<file path="config.mk">
export PLATFORM = sky130hd
export DESIGN_NAME = sipo_deserializer
export DESIGN_NICKNAME = d
export VERILOG_FILES = /design/src/rtl/sipo_deserializer.sv
export SDC_FILE = /design/constraint.sdc
export NUM_CORES = 1
export LEC_CHECK = 0
export ABC_AREA = 0
export BUFFER_PORTS_ARGS = -buffer_cell sky130_fd_sc_hd__buf_4
export CAP_MARGIN = 20
export CORE_AREA = 2 2 39 41
export DETAILED_ROUTE_END_ITERATION = 10
export DIE_AREA = 0 0 41 43
export PLACE_DENSITY = 0.68
export SKIP_CTS_REPAIR_TIMING = 1
export SYNTH_ARGS = -nofsm -noshare
export SYNTH_HDL_FRONTEND = slang
export SYNTH_SLANG_ARGS = --single-unit
export TNS_END_PERCENT = 10
</file>
<file path="constraint.sdc">
create_clock -name clk -period 3.01 [get_ports clk]
set_clock_uncertainty 0.2 [all_clocks]
set_input_delay 0.602 -clock clk [delete_from_list [all_inputs] [get_ports clk]]
set_output_delay 0.602 -clock clk [all_outputs]
set_load 0.05 [all_outputs]
</file>
<file path="src/rtl/sipo_deserializer.sv">
// Serial-in/parallel-out receiver. Rebuilds WIDTH-bit words from a qualified
// serial stream (bit_start marks the first bit of a frame), parks completed
// words in a holding register and hands them downstream on valid/ready.
// Overrun and framing errors are reported as single-cycle registered pulses.
module sipo_deserializer #(
  parameter int unsigned WIDTH     = 4,
  parameter bit          MSB_FIRST = 1'b1
) (
  input  logic             clk,
  input  logic             rst_n,
  input  logic             bit_valid,
  input  logic             bit_start,
  input  logic             serial_in,
  output logic [WIDTH-1:0] parallel_out,
  output logic             out_valid,
  input  logic             out_ready,
  output logic             busy,
  output logic             overrun,
  output logic             framing_err
);

  localparam int unsigned CntW = $clog2(WIDTH + 1);
  localparam logic [CntW-1:0] LastIdx = CntW'(WIDTH - 1);
  localparam logic [CntW-1:0] CntOne  = CntW'(1);

  typedef enum logic [0:0] {StIdle, StRecv} state_e;

  state_e            state_q, state_d;
  logic [WIDTH-1:0]  sr_q, sr_d;
  logic [CntW-1:0]   cnt_q, cnt_d;
  logic [WIDTH-1:0]  hold_q, hold_d;
  logic              out_valid_q, out_valid_d;
  logic              overrun_q, overrun_d;
  logic              framing_err_q, framing_err_d;

  logic [WIDTH-1:0]  sr_shifted;
  logic              complete;

  // Shift register with the current serial bit inserted at the frame-order end.
  always_comb begin
    sr_shifted = sr_q;
    if (MSB_FIRST) begin
      sr_shifted = {sr_q[WIDTH-2:0], serial_in};
    end else begin
      sr_shifted = {serial_in, sr_q[WIDTH-1:1]};
    end
  end

  // Receive FSM: frame tracking, bit counting and framing error detection.
  always_comb begin
    state_d       = state_q;
    sr_d          = sr_q;
    cnt_d         = cnt_q;
    complete      = 1'b0;
    framing_err_d = 1'b0;

    if (bit_valid) begin
      unique case (state_q)
        StIdle: begin
          // Bits without a start marker are dropped while idle.
          if (bit_start) begin
            sr_d    = sr_shifted;
            cnt_d   = CntOne;
            state_d = StRecv;
          end
        end
        StRecv: begin
          sr_d = sr_shifted;
          if (bit_start) begin
            // Restart: the partial frame is abandoned, this bit opens a new one.
            cnt_d         = CntOne;
            framing_err_d = 1'b1;
          end else if (cnt_q == LastIdx) begin
            complete = 1'b1;
            cnt_d    = '0;
            state_d  = StIdle;
          end else begin
            cnt_d = cnt_q + CntOne;
          end
        end
        default: begin
          state_d = StIdle;
          cnt_d   = '0;
        end
      endcase
    end
  end

  // Holding register and valid/ready handshake; a completing word always wins.
  always_comb begin
    hold_d      = hold_q;
    out_valid_d = out_valid_q;
    overrun_d   = 1'b0;

    if (complete) begin
      hold_d      = sr_shifted;
      out_valid_d = 1'b1;
      // Only an unconsumed word being replaced counts as an overrun.
      overrun_d   = out_valid_q & ~out_ready;
    end else if (out_valid_q && out_ready) begin
      out_valid_d = 1'b0;
    end
  end

  // State and datapath registers.
  always_ff @(posedge clk or negedge rst_n) begin
    if (!rst_n) begin
      state_q       <= StIdle;
      sr_q          <= '0;
      cnt_q         <= '0;
      hold_q        <= '0;
      out_valid_q   <= 1'b0;
      overrun_q     <= 1'b0;
      framing_err_q <= 1'b0;
    end else begin
      state_q       <= state_d;
      sr_q          <= sr_d;
      cnt_q         <= cnt_d;
      hold_q        <= hold_d;
      out_valid_q   <= out_valid_d;
      overrun_q     <= overrun_d;
      framing_err_q <= framing_err_d;
    end
  end

  // All outputs come straight from registers.
  always_comb begin
    parallel_out = hold_q;
    out_valid    = out_valid_q;
    busy         = (state_q == StRecv);
    overrun      = overrun_q;
    framing_err  = framing_err_q;
  end

endmodule

</file>
# == After elaboration in Yosys (flattened, before gate mapping) ==
# Index checks and enable logic that the tools add are counted.
# Widths: inputs -> output; s select.
# totals
inputBits,6
output_inout_bits,8
word_cells,35
regBits,14
# op_classes
n_bitwise,3
n_reduce_logical,3
mux,19
n_addsub,1
n_eq_ne,2
# ops
op,count
$mux 1,12
$mux 3,4
$pmux 3 s2,2
$add 3x1->3 const B,1
$eq 3x2->1 const B,1
$ne 2x2->1 const B,1
$not 1->1,2
$pmux 1 s2,1
$reduce_and 2->1,1
$reduce_bool 2->1,1
$and 1x1->1,1
$logic_and 1x1->1,1

# == Longest topological paths before layout ==
# Gate-level depths: netlist of run 1.
# depth
ltp_word,6
ltp_mapped,4

# == Worst setup path before layout of run 1 ==
# OpenSTA, ideal clock, no wires.
# synth_timing
path_kind,flip-flop to flip-flop
startpoint,register state_q (netlist: busy)
endpoint,register hold_q[0] (netlist: parallel_out[0])
arrival_ns,1.473
slack_ns,1.212
setup_time_ns,0.125
synth_period_minus_slack_ns,1.798
path_stages_with_launch,4
cell_sequence,dfrtp_1 nand2_2 nor3_4 mux2_2
# synth_between
elab_chain_cells,2
# synth_lines
item,line,text
start: declaration,28,"state_e state_q, state_d;"
start signal: assignment,108,state_q <= StIdle;
start signal: assignment,116,state_q <= state_d;
$mux 1,58,unique case (state_q)
$mux 1,57,if (bit_valid) begin
end signal: assignment,119,hold_q <= hold_d;
end: declaration,31,"logic [WIDTH-1:0] hold_q, hold_d;"
# Every way passes these cells.
# A chain may end at the register's enable or synchronous reset.

# == Worst setup path after layout of run 1 ==
# layout_timing
startpoint,register state_q (netlist: busy)
endpoint,output port busy
# layout_rtl
item,line,text
end: declaration,17,"output logic busy,"
# No word-level cell between the ends.

==> metrics, run 1 <==
RSZ-0062 raised after global routing=false; die height=43 um; Final Non-Filler Cells=76; DRT iter0 DRCs=2; dpl cells=72; CP max-delay cell=dfrtp_1; commonest non-fill, non-tap cell in the layout=dfrtp_1; Max Root-Sink Buffers=2; endpoint class of the critical path=output port; CP Max Fanout=9; total CTS buffers=3; design area=732 um^2; CP required=2.21 ns; CTS tree=built; share of layout cells above drive strength 1=0.517; max incr delay on CP=0.49 ns; pwr dens=953 nW/um^2; maxcap violations=0; Clk Tree Root Cell=clkbuf_4; wire length per cell=11.7 um; clk_lat worst skew=0.27 ns; Ports=14; clock sinks=14; total core area=1380 um^2; Mapped Area=587 um^2; Startpoint Class=flip-flop; fin crit period=1.81 ns; pin count of the biggest net entering global routing=15; sequential share of the synthesized area=0.597; total gr overflow=0; GR Util All Layers=0.142; DRC violations left=0; routed wl met3=71 um; Buf/Inv on CP=1; Yosys Warn Count=0; FILL cells=125; CP Cell Sequence=buf_4; DR vias=374; period utilization=0.602; TNS Setup=0 ns; Setup WS post-layout=1.20 ns; status=finished clean; vias in the first global route=365; length of routed met2 wiring=396 um; Peak VDD IR=0.469 mV; Antenna diodes=0; Nets=69; antenna violations before repair=0; HP Class=flip-flop to flip-flop; Synth Register Bits=14; iteration count of the initial detailed-routing pass=2; HPWL after DPL=650 um; Setup CP Type=flip-flop to output port; Post-Synthesis Cells=44; Fin. Hold Viols=0; slew of the pin with the lowest slew margin=0.419 ns; pre-CTS setup slack=1.15 ns; Top delay family on crit path=flip-flops; Final ANT Viol Nets=0; vias per inst=4.92; WL final=889 um; site row count=14; final core utilization=0.529; Mean Syn Cell Area=13.3 um^2; Max Slew Vio Count=0; leakage=0.367 nW; Syn-to-layout area delta=24.7%; Initial Util=0.424; most frequent cells in the layout=14 x dfrtp_1, 13 x buf_4, 7 x mux2_2, 4 x inv_1, 3 x clkbuf_4; first-pass GRT wire length=1590 um; placed cell areas=699 um^2; Netlist cell types=18; Final setup viols=0; Multi-input gate area=216 um^2; Buffers on Ports=13; WL met1=412 um; DIE WIDTH=41 um; Worst-path clk slew=0.08 ns; Syn Nets=51; max frequency=0.551 GHz; top routing layer used=met4; RD Place Congestion=0.718; WP data arrival=1.01 ns; register area=350 um^2; H-tree Lvls=1; DIE AREA=1760 um^2; relative slew slack=0.718
## cells in the mapped netlist
cell | count | share of area
a21boi_0 | 1 | 0.013
a21o_2 | 2 | 0.030
a22o_2 | 1 | 0.017
a31o_2 | 1 | 0.015
and3_2 | 2 | 0.026
buf_2 | 1 | 0.0085
dfrtp_1 | 14 | 0.60
ha_1 | 1 | 0.021
inv_1 | 4 | 0.026
mux2_2 | 7 | 0.13
nand2_1 | 2 | 0.013
nand2_2 | 1 | 0.011
nand3_1 | 1 | 0.0085
nor3_4 | 1 | 0.028
o21a_1 | 1 | 0.013
o21ai_0 | 2 | 0.017
o22ai_1 | 1 | 0.011
or2b_1 | 1 | 0.013
## layer usage
metal	up-vias	global-route usage
met4	0	0.0600
met5	-	0
li1	188	-
met2	11	0.194
met3	2	0.0785
met1	173	0.179
## worst paths after layout
path                            startpoint         endpoint  slack (ns)  depth (start not counted)
max in group asynchronous            rst_n         cnt_q[2]        1.93                          2
min in group asynchronous            rst_n         cnt_q[0]        0.51                          2
worst max register to register    cnt_q[0]  parallel_out[2]        1.21                          4
worst min-delay path             out_valid        out_valid        0.31                          1
worst max-delay path                  busy             busy        1.20                          1
worst min register to register   out_valid        out_valid        0.31                          1
## power breakdown
| part | switching, mW | internal [mW] | total, mW | leakage, nW |
|---|---|---|---|---|
| Clock | 0.0507 | 0.0462 | 0.0969 | 0.0138 |
| Sequential | 0.0425 | 0.249 | 0.291 | 0.174 |
| Combinational | 0.190 | 0.120 | 0.309 | 0.180 |
## cell families (layout without fill, tap and decap cells)
kind of cell             after synthesis  count (layout)  share of synthesized area
adder cells (fa/ha/maj)                1               1                     0.0213
AND/OR/NAND/NOR                        8               8                     0.0981
buffers and inverters                  5              21                     0.0341
flip-flops                            14              14                      0.597
multiplexers                           7               7                      0.134
AO/OA/AOI/OAI                          9               9                      0.115
## area by class of cell
class | instances | area share
inverter | 4 | 0.0205
clock buffer | 3 | 0.0308
tap | 16 | 0.0274
sequential | 14 | 0.479
timing repair buffer | 14 | 0.147
multi-input combinational | 25 | 0.296
## metrics by stage
step | hold slack, ns | power [mW]
detailed placement | 0.259 | 0.607
finish | 0.311 | 0.698
global route | 0.334 | 0.751
floorplan | 0.106 | 0.516
CTS | -0.0374 | 0.707
global placement | 0.259 | 0.600
## registers in the layout, indices dropped and copies added, names as in the netlist
signal,cells
parallel_out,4
cnt_q,3
sr_q,3
busy,1
framing_err,1
out_valid,1
overrun,1
(Power assumes the default switching activity.)
==> run 2, diff against run 1 <==
==> constraint.sdc (replaced) <==
create_clock -name clk -period 1.83 [get_ports clk]
set_clock_uncertainty 0.2 [all_clocks]
set_input_delay 0.366 -clock clk [delete_from_list [all_inputs] [get_ports clk]]
set_output_delay 0.366 -clock clk [all_outputs]
set_load 0.05 [all_outputs]
==> metrics, run 2 (synthesis gave the netlist of run 1 again) <==
Initial Util=0.424 (unchanged); Buffers on Ports=13 (unchanged); Setup CP Type=flip-flop to flip-flop; Startpoint Class=flip-flop; GR Util All Layers=0.134 (-0.00759); share of layout cells above drive strength 1=0.576 (+0.0591); leakage=0.409 nW (+11%); CP Max Fanout=3 (-6); DIE AREA=1760 um^2 (unchanged); final core utilization=0.580 (+0.0506); Final setup viols=2 (+2); Worst-path clk slew=0.07 ns (about the same); clock sinks=14 (unchanged); vias per inst=5.05 (+2.6%); Max Root-Sink Buffers=2 (unchanged); total core area=1380 um^2 (unchanged); max frequency=0.546 GHz; Antenna diodes=0 (unchanged); number of flip-flops in the largest register=4 (unchanged); maxcap violations=0 (unchanged); CP Cell Sequence=ha_2, or2b_1, nor3_4, buf_6, mux2_4; Syn-to-layout area delta=36.7%; WHS=0.135 ns (-0.176 ns); wire length per cell=13.0 um (+11%); DRT iter0 DRCs=8 (+6); WL final=1060 um (+20%); max incr delay on CP=0.38 ns (-0.11 ns); relative slew slack=0.827 (+0.110); total gr overflow=0 (unchanged); WP data arrival=1.79 ns (+0.78 ns); failing checks=negative setup slack; hold depth=2 (+1); antenna violations before repair=0 (unchanged); Buf/Inv on CP=1 (unchanged); reg2reg path depth=5 (+1); pre-CTS setup slack=0.0613 ns (-1.09 ns); Nets=75 (+8.7%); Final ANT Viol Nets=0 (unchanged); die height=43 um (unchanged); RD Place Congestion=0.712 (-0.85%); CP Depth=5 (+4); DRC violations left=0 (unchanged); commonest non-fill, non-tap cell in the layout=buf_4; status=finished with violations; vias in the first global route=356 (-2.5%); CTS tree=built; Ports=14 (unchanged); first-pass GRT wire length=1550 um (-3.0%); design area=802 um^2 (+9.6%); FILL cells=110 (-12%); DR vias=414 (+11%); Top delay family on crit path=simple AND/OR/NAND/NOR gates; iteration count of the initial detailed-routing pass=4 (+2); pin count of the biggest net entering global routing=15 (unchanged); period utilization=1.00; pwr dens=1540 nW/um^2 (+62%); total CTS buffers=3 (unchanged); HPWL after DPL=691 um (+6.2%); Max Slew Vio Count=0 (unchanged); fin crit period=1.83 ns; most frequent cells in the layout=17 x buf_4, 14 x dfrtp_1, 4 x inv_1, 4 x mux2_4; Peak VDD IR=0.751 mV (+60%); CP required=1.79 ns (-0.42 ns); site row count=14 (unchanged); DIE WIDTH=41 um (unchanged); HP Class=input pin to flip-flop; Clk Tree Root Cell=clkbuf_4; slew of the pin with the lowest slew margin=0.259 ns (-0.160 ns); clk_lat worst skew=0.27 ns (about the same); CP max-delay cell=dfrtp_1; RSZ-0062 raised after global routing=true; TNS Setup=-0.00270 ns (-0.00270 ns); Fin. Hold Viols=0 (unchanged); Setup WS post-layout=-0.00196 ns (-1.20 ns); endpoint class of the critical path=flip-flop; placed cell areas=707 um^2 (+1.1%); H-tree Lvls=1 (unchanged)
[run 2: cell types whose count changed in the layout (fill, tap and decap cells not counted), sizes merged]
cell	change
buf	+6
[run 2: where the power goes]
| part | switching (mW) | internal [mW] |
|---|---|---|
| registers | 0.0791 | 0.410 |
| clock network | 0.0847 | 0.0760 |
| logic | 0.330 | 0.258 |
| total | 0.494 | 0.744 |
[run 2: path summary, 6_finish.rpt]
path / startpoint / endpoint / slack, ns
max: cnt_q[0] / parallel_out[1] / -0.002
min: serial_in / parallel_out[0] / 0.14
max reg2reg: cnt_q[0] / parallel_out[1] / -0.002
min reg2reg: sr_q[2] / parallel_out[3] / 0.31
max in group asynchronous: rst_n / parallel_out[1] / 0.99
min in group asynchronous: rst_n / framing_err / 0.28
[run 2: metrics by stage]
step	total power, mW	instances
floorplan	0.848	44
global placement	0.997	73
detailed placement	1.01	73
CTS	1.17	76
global route	1.30	82
finish	1.24	82
[run 2: area by class of cell]
type / instances / area (um^2) / share of cell area
Sequential cell: 14 / 350 / 0.437
Tap cell: 16 / 20.0 / 0.0250
Timing Repair Buffer: 20 / 160 / 0.200
Multi-Input combinational cell: 25 / 234 / 0.292
Inverter: 4 / 15.0 / 0.0187
Clock buffer: 3 / 22.5 / 0.0281
[run 2: per-layer routing]
metal / global-route usage / wire length (um)
met1: 0.198 / 509
met2: 0.163 / 494
met3: 0.0314 / 48
met4: 0.100 / 12
met5: 0 / 0
